$ cat config.mk
export PLATFORM = sky130hd
export DESIGN_NAME = sprite_draw_sched_flat
export DESIGN_NICKNAME = d
export VERILOG_FILES = /design/src/rtl/sprite_draw_sched_if.sv /design/src/rtl/sprite_draw_sched.sv /design/src/flat_wrapper.sv
export SDC_FILE = /design/constraint.sdc
export NUM_CORES = 1
export LEC_CHECK = 0
export CAP_MARGIN = 20
export CORE_ASPECT_RATIO = 1.75
export CORE_MARGIN = 8
export CORE_UTILIZATION = 43
export CTS_BUF_LIST = sky130_fd_sc_hd__clkbuf_16
export CTS_CLUSTER_SIZE = 12
export DETAILED_ROUTE_END_ITERATION = 6
export HOLD_SLACK_MARGIN = 0.08
export PLACE_DENSITY = 0.62
export SLEW_MARGIN = 20
export SYNTH_ARGS = -nofsm -noshare
export SYNTH_HDL_FRONTEND = slang
export SYNTH_SLANG_ARGS = --single-unit
$ cat constraint.sdc
create_clock -name clk -period 22.8 [get_ports clk]
set_clock_uncertainty 0.2 [all_clocks]
set_input_delay 5.7 -clock clk [delete_from_list [all_inputs] [get_ports clk]]
set_output_delay 5.7 -clock clk [all_outputs]
set_load 0.1 [all_outputs]
$ cat src/rtl/sprite_draw_sched_if.sv
// Draw-engine command bus: the scheduler drives start/coord/img and
// observes the engine's done level.
//
// Handshake: draw_start is a one-cycle command pulse qualifying draw_coord and
// draw_img. The engine drops draw_done the cycle after start. Later it raises
// draw_done as a level to signal completion. A low-to-high transition on
// draw_done after a start is the only completion indication.
interface sprite_draw_sched_if;
   logic        draw_start;
   logic [18:0] draw_coord;
   logic [7:0]  draw_img;
   logic        draw_done;

   modport master (
      output draw_start,
      output draw_coord,
      output draw_img,
      input  draw_done
   );

   modport slave (
      input  draw_start,
      input  draw_coord,
      input  draw_img,
      output draw_done
   );
endinterface

$ cat src/rtl/sprite_draw_sched.sv
// Per-frame sprite scheduler: holds the sprite attribute table and, on each
// frame_start, issues one draw command per valid entry in index order.
// Each command waits for the engine's done edge or a watchdog before moving on.
module sprite_draw_sched #(
   parameter int NUM_SPRITES = 16,
   parameter int IDX_W       = 4,
   parameter int TIMEOUT     = 2048,
   parameter int TO_W        = 12
) (
   input  logic                clk,
   input  logic                rst,
   input  logic                frame_start,
   input  logic                tbl_we,
   input  logic [IDX_W-1:0]    tbl_waddr,
   input  logic                tbl_wvalid,
   input  logic [18:0]         tbl_wcoord,
   input  logic [7:0]          tbl_wimg,
   sprite_draw_sched_if.master draw,
   output logic                busy,
   output logic                frame_done,
   output logic [IDX_W:0]      sprites_drawn,
   output logic                timeout_err,
   output logic                frame_overrun,
   input  logic                err_clr,
   output logic [2:0]          dbg_state
);

   typedef enum logic [2:0] {
      S_IDLE  = 3'd0,
      S_SCAN  = 3'd1,
      S_ISSUE = 3'd2,
      S_WAIT  = 3'd3,
      S_DONE  = 3'd4
   } state_t;

   localparam logic [IDX_W-1:0] LAST_IDX  = IDX_W'(NUM_SPRITES - 1);
   localparam logic [IDX_W-1:0] ONE_IDX   = IDX_W'(1);
   localparam logic [IDX_W:0]   ONE_CNT   = (IDX_W+1)'(1);
   localparam logic [TO_W-1:0]  TIMER_END = TO_W'(TIMEOUT - 1);
   localparam logic [TO_W-1:0]  ONE_TMR   = TO_W'(1);

   // Sprite attribute table
   logic [NUM_SPRITES-1:0] valid_q, valid_d;
   logic [18:0]            coord_q [NUM_SPRITES];
   logic [18:0]            coord_d [NUM_SPRITES];
   logic [7:0]             img_q   [NUM_SPRITES];
   logic [7:0]             img_d   [NUM_SPRITES];

   // Sweep control and registered outputs
   state_t            state_q, state_d;
   logic [IDX_W-1:0]  idx_q, idx_d;
   logic [TO_W-1:0]   timer_q, timer_d;
   logic              done_q, done_d;
   logic              draw_start_q, draw_start_d;
   logic [18:0]       draw_coord_q, draw_coord_d;
   logic [7:0]        draw_img_q, draw_img_d;
   logic              busy_q, busy_d;
   logic              frame_done_q, frame_done_d;
   logic [IDX_W:0]    sprites_q, sprites_d;
   logic              timeout_err_q, timeout_err_d;
   logic              overrun_q, overrun_d;
   logic              done_rise;
   logic              to_set, ov_set;

   // Table write port: accepted in every state, one entry per cycle
   always_comb begin
      valid_d = valid_q;
      coord_d = coord_q;
      img_d   = img_q;
      if (tbl_we) begin
         valid_d[tbl_waddr] = tbl_wvalid;
         coord_d[tbl_waddr] = tbl_wcoord;
         img_d[tbl_waddr]   = tbl_wimg;
      end
   end

   // Table storage
   always_ff @(posedge clk or posedge rst) begin
      if (rst) begin
         valid_q <= '0;
         for (int i = 0; i < NUM_SPRITES; i++) begin
            coord_q[i] <= '0;
            img_q[i]   <= '0;
         end
      end else begin
         valid_q <= valid_d;
         coord_q <= coord_d;
         img_q   <= img_d;
      end
   end

   // Only a fresh low-to-high edge of done counts; a level left high from an
   // earlier draw is therefore ignored.
   assign done_rise = draw.draw_done & ~done_q;

   // Sweep FSM next-state, watchdog, counters and sticky error flags
   always_comb begin
      state_d      = state_q;
      idx_d        = idx_q;
      timer_d      = timer_q;
      done_d       = draw.draw_done;
      draw_start_d = 1'b0;
      draw_coord_d = draw_coord_q;
      draw_img_d   = draw_img_q;
      frame_done_d = 1'b0;
      sprites_d    = sprites_q;
      to_set       = 1'b0;
      ov_set       = 1'b0;

      case (state_q)
         S_IDLE: begin
            if (frame_start) begin
               state_d   = S_SCAN;
               idx_d     = '0;
               sprites_d = '0;
            end
         end
         S_SCAN: begin
            if (valid_q[idx_q]) begin
               state_d      = S_ISSUE;
               draw_start_d = 1'b1;
               draw_coord_d = coord_q[idx_q];
               draw_img_d   = img_q[idx_q];
            end else if (idx_q == LAST_IDX) begin
               state_d      = S_DONE;
               frame_done_d = 1'b1;
            end else begin
               idx_d = idx_q + ONE_IDX;
            end
         end
         S_ISSUE: begin
            timer_d = '0;
            state_d = S_WAIT;
         end
         S_WAIT: begin
            timer_d = timer_q + ONE_TMR;
            if (done_rise || (timer_q == TIMER_END)) begin
               // Completion wins over the watchdog in the same cycle
               if (done_rise) begin
                  sprites_d = sprites_q + ONE_CNT;
               end else begin
                  to_set = 1'b1;
               end
               if (idx_q == LAST_IDX) begin
                  state_d      = S_DONE;
                  frame_done_d = 1'b1;
               end else begin
                  idx_d   = idx_q + ONE_IDX;
                  state_d = S_SCAN;
               end
            end
         end
         S_DONE: begin
            state_d = S_IDLE;
         end
         default: begin
            state_d = S_IDLE;
         end
      endcase

      if (frame_start && (state_q != S_IDLE)) begin
         ov_set = 1'b1;
      end

      busy_d        = (state_d != S_IDLE);
      timeout_err_d = to_set ? 1'b1 : (err_clr ? 1'b0 : timeout_err_q);
      overrun_d     = ov_set ? 1'b1 : (err_clr ? 1'b0 : overrun_q);
   end

   // Sweep state and output registers
   always_ff @(posedge clk or posedge rst) begin
      if (rst) begin
         state_q       <= S_IDLE;
         idx_q         <= '0;
         timer_q       <= '0;
         done_q        <= 1'b0;
         draw_start_q  <= 1'b0;
         draw_coord_q  <= '0;
         draw_img_q    <= '0;
         busy_q        <= 1'b0;
         frame_done_q  <= 1'b0;
         sprites_q     <= '0;
         timeout_err_q <= 1'b0;
         overrun_q     <= 1'b0;
      end else begin
         state_q       <= state_d;
         idx_q         <= idx_d;
         timer_q       <= timer_d;
         done_q        <= done_d;
         draw_start_q  <= draw_start_d;
         draw_coord_q  <= draw_coord_d;
         draw_img_q    <= draw_img_d;
         busy_q        <= busy_d;
         frame_done_q  <= frame_done_d;
         sprites_q     <= sprites_d;
         timeout_err_q <= timeout_err_d;
         overrun_q     <= overrun_d;
      end
   end

   assign draw.draw_start = draw_start_q;
   assign draw.draw_coord = draw_coord_q;
   assign draw.draw_img   = draw_img_q;
   assign busy            = busy_q;
   assign frame_done      = frame_done_q;
   assign sprites_drawn   = sprites_q;
   assign timeout_err     = timeout_err_q;
   assign frame_overrun   = overrun_q;
   assign dbg_state       = state_q;

endmodule

$ cat src/flat_wrapper.sv
// flat-port wrapper written by rule: the top's interface ports become plain ports
module sprite_draw_sched_flat 
#(
   parameter int NUM_SPRITES = 16,
   parameter int IDX_W       = 4,
   parameter int TIMEOUT     = 2048,
   parameter int TO_W        = 12
)
  (clk, rst, frame_start, tbl_we, tbl_waddr, tbl_wvalid, tbl_wcoord, tbl_wimg, busy, frame_done, sprites_drawn, timeout_err, frame_overrun, err_clr, dbg_state, draw_draw_start, draw_draw_coord, draw_draw_img, draw_draw_done);
  sprite_draw_sched_if draw_i ();
  input  logic clk;
  input  logic rst;
  input  logic frame_start;
  input  logic tbl_we;
  input  logic [IDX_W-1:0] tbl_waddr;
  input  logic tbl_wvalid;
  input  logic [18:0] tbl_wcoord;
  input  logic [7:0] tbl_wimg;
  output logic busy;
  output logic frame_done;
  output logic [IDX_W:0] sprites_drawn;
  output logic timeout_err;
  output logic frame_overrun;
  input  logic err_clr;
  output logic [2:0] dbg_state;
  output wire logic [$bits(draw_i.draw_start)-1:0] draw_draw_start;
  output wire logic [$bits(draw_i.draw_coord)-1:0] draw_draw_coord;
  output wire logic [$bits(draw_i.draw_img)-1:0] draw_draw_img;
  input wire logic [$bits(draw_i.draw_done)-1:0] draw_draw_done;
  assign draw_draw_start = draw_i.draw_start;
  assign draw_draw_coord = draw_i.draw_coord;
  assign draw_draw_img = draw_i.draw_img;
  assign draw_i.draw_done = draw_draw_done;
  sprite_draw_sched #(.NUM_SPRITES(NUM_SPRITES), .IDX_W(IDX_W), .TIMEOUT(TIMEOUT), .TO_W(TO_W)) u_core (.clk(clk), .rst(rst), .frame_start(frame_start), .tbl_we(tbl_we), .tbl_waddr(tbl_waddr), .tbl_wvalid(tbl_wvalid), .tbl_wcoord(tbl_wcoord), .tbl_wimg(tbl_wimg), .draw(draw_i), .busy(busy), .frame_done(frame_done), .sprites_drawn(sprites_drawn), .timeout_err(timeout_err), .frame_overrun(frame_overrun), .err_clr(err_clr), .dbg_state(dbg_state));
endmodule
==> results.cfg, run 1 <==
[min_path]
hp-class = reg2reg
hold-path-endpoint = u_core.coord_q[88]$_DFFE_PP0P_
min_delay_path_depth = 1
worstHoldStart = u_core.coord_q[88]$_DFFE_PP0P_

[yosys]
ys.flop_type = dfrtp_1
postSynthCellCount = 1363
number_of_synthesized_flops_with_an_enable_pin = 0
portion_of_synthesized_cell_area_occupied_by_the_leading_cell_type = 0.565
mappedNetlistArea_um2 = 22400
synth_top_cells_by_area = dfrtp_1, mux2_2, mux4_2
synth_top_area_cell = dfrtp_1
synth.top_cells.by_count = dfrtp_1, mux2_2, mux2_1, mux4_2, clkbuf_1
ys_types = 37
yosysSeqAreaShare = 0.565
ys_async_sr_fraction = 1.00
synthMostInstantiatedCell = dfrtp_1
synth.avg_cell_area_um2 = 16.4
syn-num-nets = 1404
yosys_register_bits = 505
synth-warning-count = 0

[clocking]
clk_latency_ns = 0.56
post_cts_resized = 0
cts_max_level = 2
numCtsBuffers = 48
postCtsSetupRepairBufs = 0
clk_transition_reported_paths_ns = 0.06
tritoncts = built
clk_path_buf_depth = 3
post_cts_hold_buffer_count = 0
clkSinkCount = 505
clock-root-buffer = clkbuf_16

[pwr]
maximum_resistive_drop_on_vdd_mv = 0.0632
post-layout-total-power_mw = 3.07
power-per-cell-area_nw_per_um2 = 122
power.static_leakage_nw = 10.6

[die]
std_cell_rows = 110
die_height_um = 318
die_area_um2 = 59900
core_region_area_um2 = 51500
io-pin-count = 78
die_span_in_x_um = 188
start_util = 0.434

[detailed_routing]
route.detailed.wl_per_inst_um = 24.5
route.antenna.remaining_nets = 0
dr.pass1.iters = 4
initialDrtViolationCount = 631
detail_route.vias_per_cell = 5.70
remaining_drc_errors = 0
num_vias = 12000
route.final.wire_length_um = 51300

[sta]
timing_max_transition_violations_final = 0
final-hold-violation-count = 0
fmax_mhz = 109
final_setup_slack_of_the_worst_path_ns = 13.66
setup_violations = 0
relative_slew_slack = 0.244
rsz_0062_raised_after_global_routing = false
finalSetupTns_ns = 0
worst_slew_pin_slew_ns = 1.13
fin_crit_ns = 9.14
hold-worst-slack_ns = 0.278
timing.final.crit_share = 0.401

[placed_design]
place_worst_setup_slack_ns = 13.01
detailed_place_hpwl_um = 29900
io_buffers = 77
globalplace.congestion = 0.714

[worst_setup_path]
crit_required_ns = 23.17
worst_path_max_fanout = 138
critPathCaptureType = async pin
path_class = in2async
r2r_start = u_core.idx_q[0]$_DFFE_PP0P_
start_kind = input port
setup.reg_to_reg.worst_slack_ns = 18.58
crit_arrival_ns = 9.51
worst-r2r-cell-count = 5
worst_r2r_endpoint = u_core.draw.draw_coord[4]$_DFFE_PP0P_

[status]
status = finished, final reports clean

[layout]
nNetsFinal = 1453
final.fill_count = 4471
drive_above_1_share = 0.371
area_growth_syn_to_layout_pct = 12.5

[grt]
antenna_violations_before_repair = 4
grt_util_all_layers = 0.175
grt_pass1_vias = 13200
grt.overflow.total = 0
first_pass_grt_wire_length_um = 81700
largest_net_degree_at_the_start_of_global_routing = 192

[run]
cap_violations = 0
-- cell type report --
| cell class | count | area [µm²] | area share |
|---|---|---|---|
| Antenna cell | 2 | 5.00 | 0.000199 |
| Clock buffer | 50 | 1250 | 0.0497 |
| Clock inverter | 9 | 46.3 | 0.00184 |
| Inverter | 6 | 30.0 | 0.00119 |
| Multi-Input combinational cell | 749 | 9360 | 0.372 |
| Sequential cell | 505 | 12600 | 0.502 |
| Tap cell | 672 | 841 | 0.0334 |
| Timing Repair Buffer | 102 | 991 | 0.0394 |
-- flip-flops by register name, indices dropped and copies added (netlist names), 3 cells and up --
signal and flops:
u_core.valid_q 16, u_core.img_q 128, u_core.coord_q 304, u_core.sprites_drawn 5
u_core.idx_q 4, u_core.draw.draw_img 8, u_core.draw.draw_coord 19, u_core.dbg_state 3
u_core.timer_q 12
-- cell usage in the layout (no fill, tap or decap), drive strengths merged --
master / n
nor2b: 2
or2: 1
clkbuf: 50
nand4: 6
o21ai: 12
nor4b: 1
nor2: 20
a22oi: 2
nand3b: 2
nor3: 6
o31ai: 3
and3b: 1
inv: 11
buf: 25
xor2: 3
ha: 3
and3: 4
a21oi: 8
nand2: 21
a22o: 4
mux4: 140
dfrtp: 505
mux2: 477
diode: 2
o22ai: 2
o211ai: 2
and4: 3
o22a: 1
or3: 3
nand2b: 6
clkinv: 4
nand3: 16
clkdlybuf4s50: 77
-- cell families after synthesis --
family | synth area share
fa+ha+maj | 0.00168
mux | 0.381
compound gates | 0.00934
buf+inv | 0.0200
xor+xnor | 0.00118
simple gates | 0.0216
flops | 0.565
-- worst max path at each step --
stage,cells past startpoint,slack [ns],from,to
finish,6,13.66,rst,u_core.draw.draw_coord[16]$_DFFE_PP0P_
global route,6,13.08,rst,u_core.coord_q[73]$_DFFE_PP0P_
CTS,5,13.61,rst,u_core.coord_q[280]$_DFFE_PP0P_
detailed placement,5,13.01,rst,u_core.draw.draw_coord[17]$_DFFE_PP0P_
global placement,5,13.12,rst,u_core.coord_q[167]$_DFFE_PP0P_
floorplan,1,2.80,rst,u_core.busy$_DFF_PP0_
-- power breakdown --
part / total [mW] / internal, mW / leakage [nW] / switching, mW
Sequential: 1.28 / 1.12 / 6.22 / 0.157
Combinational: 1.09 / 0.545 / 3.77 / 0.545
Clock: 0.705 / 0.386 / 0.654 / 0.320
Total: 3.07 / 2.05 / 10.6 / 1.02
-- through the flow --
stage,utilization,cells,area (µm²)
finish,0.489,2095,25200
floorplan,-,1363,22400
detailed placement,0.463,2033,23800
global route,0.489,2094,25200
global placement,0.463,2033,23800
CTS,0.488,2092,25100
-- layer usage --
layer,vias up,global-route usage,share of wire,routed length (µm)
met3,71,0.0242,0.032,1640
li1,5166,-,-,-
met2,177,0.314,0.54,27600
met1,6533,0.216,0.41,20900
met4,4,0.0516,0.022,1140
met5,-,0,0.00045,23
-- critical path: stages --
cell and delay [ns]:
clkdlybuf4s50_1 0.49, inv_8 0.53, buf_12 0.36, buf_16 0.47, buf_4 0.85, buf_4 0.82
Power figures use the tool's default switching activity.
==> run 2, diff against run 1 <==
PLACE_DENSITY = 0.65   (was 0.62)
clock period = 7.6 ns   (was 22.8 ns; I/O delays follow)
==> run 2 against run 1 <==
Against the previous run: routed wire length is 2.2% lower; setup slack worse by 11 ns; via count is 0.17% higher; first-iteration DRC count is 9.4% lower; clock-buffer cell count stayed put; sequential share of layout area is 0.15 points lower; non-clock buffer count is 2 higher; critical endpoint is now u_core.coord_q[173]$_DFFE_PP0P_.
==> results.cfg, run 2 (synthesis gave the netlist of run 1 again) <==
[detailed_routing]
remaining_drc_errors = 0
initialDrtViolationCount = 572
route.final.wire_length_um = 50200
dr.pass1.iters = 6
route.detailed.wl_per_inst_um = 23.9
route.antenna.remaining_nets = 0
num_vias = 12000
detail_route.vias_per_cell = 5.70

[worst_setup_path]
crit_required_ns = 7.84
critical_path_depth = 5
path_delay_family = buffers and inverters
worst-r2r-cell-count = 5
path_class = in2reg
setup.reg_to_reg.worst_slack_ns = 3.90
crit_arrival_ns = 4.70
worst_path_max_fanout = 16
start_kind = input port
timing.critical_path.cells = clkdlybuf4s50_1 > nand2b_1 > nor3_4 > buf_4 > mux2_1
critPathCaptureType = flip-flop
max_stage_delay_ns = 0.87
worst_setup_path_startpoint = tbl_waddr[2]
slowest_stage = nor3_4
r2r_start = u_core.idx_q[0]$_DFFE_PP0P_
worst_r2r_endpoint = u_core.draw.draw_coord[18]$_DFFE_PP0P_
critical_path.n_buffers_inverters = 2

[min_path]
min_delay_path_depth = 1
hold-path-endpoint = u_core.coord_q[83]$_DFFE_PP0P_
hp-class = reg2reg
worstHoldStart = u_core.coord_q[83]$_DFFE_PP0P_

[clocking]
postCtsSetupRepairBufs = 0
clock-root-buffer = clkbuf_16
cts_max_level = 2
post_cts_resized = 0
tritoncts = built
clk_path_buf_depth = 3
clk_transition_reported_paths_ns = 0.06
numCtsBuffers = 49
post_cts_hold_buffer_count = 0
clk_latency_ns = 0.57
clkSinkCount = 505

[pwr]
power.static_leakage_nw = 10.7
power-per-cell-area_nw_per_um2 = 366
maximum_resistive_drop_on_vdd_mv = 0.193

[status]
status = finished, final reports clean

[layout]
layout.cells.most_common_list = dfrtp_1, mux2_2, mux2_1, mux4_2, clkdlybuf4s50_1
largest_register_ff_count = 304
nNetsFinal = 1456
post-route-cell-area_um2 = 25200
drive_above_1_share = 0.371
max_flop_register = u_core.coord_q
area_growth_syn_to_layout_pct = 12.9
layout.cells.most_common = dfrtp_1
final.fill_count = 4392

[die]
die_height_um = 318
start_util = 0.434
die_span_in_x_um = 188
std_cell_rows = 110
die_area_um2 = 59900
core_region_area_um2 = 51500
io-pin-count = 78

[grt]
grt.overflow.total = 0
grt_util_all_layers = 0.172
antenna_violations_before_repair = 1
largest_net_degree_at_the_start_of_global_routing = 195
grt_pass1_vias = 13400
first_pass_grt_wire_length_um = 80900

[placed_design]
detailed_place_hpwl_um = 29500
io_buffers = 77
globalplace.congestion = 0.743
dpl-instance-area_um2 = 23900
place_worst_setup_slack_ns = 2.52

[run]
cap_violations = 0

[sta]
worst_slew_pin_slew_ns = 1.15
fin_crit_ns = 4.46
setup_violations = 0
timing.final.crit_share = 0.587
relative_slew_slack = 0.236
final_setup_slack_of_the_worst_path_ns = 3.14
fmax_mhz = 224
rsz_0062_raised_after_global_routing = false
timing_max_transition_violations_final = 0
final-hold-violation-count = 0
run 2: routing by layer:
metal	GRT usage	vias to the layer above	share of wire
met1	0.203	6497	0.39
li1	-	5190	-
met4	0.0592	0	0.031
met5	0	-	0
met3	0.0238	94	0.030
met2	0.315	190	0.55
run 2: area by class of cell:
class | count | area, µm² | share of cell area
Multi-Input combinational cell | 749 | 9370 | 0.371
Sequential cell | 505 | 12600 | 0.501
Inverter | 6 | 26.3 | 0.00104
Antenna cell | 1 | 2.50 | 0.0000991
Timing Repair Buffer | 104 | 1030 | 0.0408
Clock buffer | 50 | 1250 | 0.0496
Tap cell | 672 | 841 | 0.0333
Clock inverter | 15 | 73.8 | 0.00292
run 2: through the flow:
| step | std cells | util | total power, mW | hold slack, ns | TNS [ns] |
|---|---|---|---|---|---|
| 2_1_floorplan | 1363 | - | 6.37 | 0.252 | -683.98 |
| 3_3_place_gp | 2034 | 0.463 | 7.11 | 0.262 | 0 |
| 3_5_place_dp | 2034 | 0.464 | 7.21 | 0.271 | 0 |
| 4_1_cts | 2099 | 0.489 | 9.37 | 0.285 | 0 |
| 5_1_grt | 2101 | 0.490 | 9.71 | 0.298 | 0 |
| 6_report | 2102 | 0.490 | 9.23 | 0.280 | 0 |
run 2: worst reg2reg max path, cell delays in order (launching register included):
cell and delay (ns):
dfrtp_4 0.83, buf_4 0.47, buf_4 0.59, mux4_2 0.64, mux4_2 0.55, mux2_2 0.29
run 2: worst max path at each step:
stage	slack [ns]	to
3_3_place_gp	2.61	u_core.coord_q[174]$_DFFE_PP0P_
6_report	3.14	u_core.coord_q[173]$_DFFE_PP0P_
3_5_place_dp	2.52	u_core.coord_q[173]$_DFFE_PP0P_
4_1_cts	3.11	u_core.coord_q[173]$_DFFE_PP0P_
2_1_floorplan	-1.35	u_core.busy$_DFF_PP0_
5_1_grt	3.02	u_core.coord_q[172]$_DFFE_PP0P_
run 2: power breakdown:
group	total, mW	internal [mW]	switching (mW)
registers	3.83	3.36	0.477
clock network	2.14	1.16	0.973
logic	3.26	1.64	1.63
==> run 3, diff against run 2 <==
PLACE_DENSITY = 0.62   (was 0.65)
clock period = 4.5 ns   (was 7.6 ns; I/O delays follow)
==> run 3 against run 2 <==
Against the previous run: utilization increased by 0.33 points; global-route usage up 0.54 points; worst hold slack about the same; final cell count is 0.62% higher; highest routed layer is now met5; via count rose by 1.4%; die area unchanged; final area up 0.67%; combinational power grew 74%; routed wire length grew 3.3%.
==> results.cfg, run 3 (synthesis gave the netlist of run 1 again) <==
[worst_setup_path]
critical_path.n_buffers_inverters = 1
crit_path_end = dbg_state[0]
path_delay_family = buffers and inverters
path_class = reg2out
critPathCaptureType = output port
worst-r2r-cell-count = 5
worst_r2r_endpoint = u_core.draw.draw_coord[15]$_DFFE_PP0P_
max_stage_delay_ns = 1.20
crit_required_ns = 3.17
start_kind = flip-flop
worst_path_max_fanout = 11
timing.critical_path.cells = clkdlybuf4s50_1
slowest_stage = clkdlybuf4s50_1
setup.reg_to_reg.worst_slack_ns = 1.11
worst_setup_path_startpoint = u_core.dbg_state[0]$_DFF_PP0_
r2r_start = u_core.idx_q[2]$_DFFE_PP0P_
critical_path_depth = 1
crit_arrival_ns = 2.31

[pwr]
post-layout-total-power_mw = 15.7
maximum_resistive_drop_on_vdd_mv = 0.355
power.static_leakage_nw = 10.8
power-per-cell-area_nw_per_um2 = 617

[die]
die_height_um = 318
core_region_area_um2 = 51500
std_cell_rows = 110
die_area_um2 = 59900
die_span_in_x_um = 188
start_util = 0.434
io-pin-count = 78

[layout]
final.fill_count = 4399
nNetsFinal = 1468
num_antenna_cells = 0
area_growth_syn_to_layout_pct = 13.6
layout.cells.most_common_list = dfrtp_1, mux2_2, mux2_1, mux4_2, clkdlybuf4s50_1
drive_above_1_share = 0.376
layout.cells.most_common = dfrtp_1
largest_register_ff_count = 304
max_flop_register = u_core.coord_q

[clocking]
post_cts_hold_buffer_count = 0
numCtsBuffers = 49
post_cts_resized = 0
cts_max_level = 2
clk_transition_reported_paths_ns = 0.06
clk_path_buf_depth = 3
clkSinkCount = 505
postCtsSetupRepairBufs = 0
clock-root-buffer = clkbuf_16
clk_latency_ns = 0.57
tritoncts = built

[detailed_routing]
num_vias = 12100
detail_route.vias_per_cell = 5.74
route.detailed.wl_per_inst_um = 24.5
route.final.wire_length_um = 51900
dr.pass1.iters = 7
remaining_drc_errors = 0
initialDrtViolationCount = 670
route.antenna.remaining_nets = 0

[sta]
fmax_mhz = 275
timing.final.crit_share = 0.808
hold-worst-slack_ns = 0.280
rsz_0062_raised_after_global_routing = false
setup_violations = 0
final-hold-violation-count = 0
relative_slew_slack = 0.324
timing_max_transition_violations_final = 0
worst_slew_pin_slew_ns = 1.01
fin_crit_ns = 3.64

[min_path]
hp-class = reg2reg
min_delay_path_depth = 1

[grt]
grt.overflow.total = 0
grt_util_all_layers = 0.177
antenna_violations_before_repair = 1
largest_net_degree_at_the_start_of_global_routing = 141
first_pass_grt_wire_length_um = 82800
grt_pass1_vias = 13400

[placed_design]
io_buffers = 77
detailed_place_hpwl_um = 31900
globalplace.congestion = 0.726

[status]
status = finished, final reports clean

[run]
cap_violations = 0
==> run 3: through the flow <==
| step | utilization | setup TNS (ns) | cells | setup slack, ns | instance area (µm²) |
|---|---|---|---|---|---|
| floorplan | - | -1858.10 | 1363 | -3.68 | 22400 |
| CTS | 0.494 | 0 | 2115 | 0.843 | 25400 |
| finish | 0.494 | 0 | 2115 | 0.864 | 25400 |
| global placement | 0.468 | 0 | 2048 | 0.725 | 24100 |
| global route | 0.494 | 0 | 2115 | 0.769 | 25400 |
| detailed placement | 0.468 | 0 | 2048 | 0.708 | 24100 |
==> run 3: worst min path at each step <==
stage,from,end,slack [ns]
after global placement,u_core.coord_q[231]$_DFFE_PP0P_,u_core.coord_q[231]$_DFFE_PP0P_,0.26
after detailed placement,u_core.coord_q[174]$_DFFE_PP0P_,u_core.coord_q[174]$_DFFE_PP0P_,0.27
final,u_core.coord_q[174]$_DFFE_PP0P_,u_core.coord_q[174]$_DFFE_PP0P_,0.28
after global routing,u_core.coord_q[232]$_DFFE_PP0P_,u_core.coord_q[232]$_DFFE_PP0P_,0.30
after floorplan,u_core.coord_q[171]$_DFFE_PP0P_,u_core.coord_q[171]$_DFFE_PP0P_,0.25
after CTS,u_core.coord_q[174]$_DFFE_PP0P_,u_core.coord_q[174]$_DFFE_PP0P_,0.28
==> run 3: final cells by class <==
| type | count | area [µm²] | share of cell area |
|---|---|---|---|
| timing repair buffer | 116 | 1240 | 0.0487 |
| multi-input combinational | 749 | 9360 | 0.368 |
| clock inverter | 18 | 80.1 | 0.00315 |
| clock buffer | 49 | 1230 | 0.0482 |
| sequential | 505 | 12600 | 0.498 |
| tap | 672 | 841 | 0.0331 |
| inverter | 6 | 26.3 | 0.00103 |
==> run 3: routing by layer <==
layer | wire length, µm | part of all wire | vias up | track usage
met5 | 10 | 0.00019 | - | 0
met4 | 1700 | 0.033 | 2 | 0.0608
met3 | 1480 | 0.029 | 94 | 0.0210
met2 | 28500 | 0.55 | 202 | 0.325
met1 | 20200 | 0.39 | 6623 | 0.212
li1 | - | - | 5214 | -
==> run 3: where the power goes <==
part / switching, mW / internal (mW)
combinational: 2.84 / 2.83
clock: 1.65 / 1.93
sequential: 0.758 / 5.67
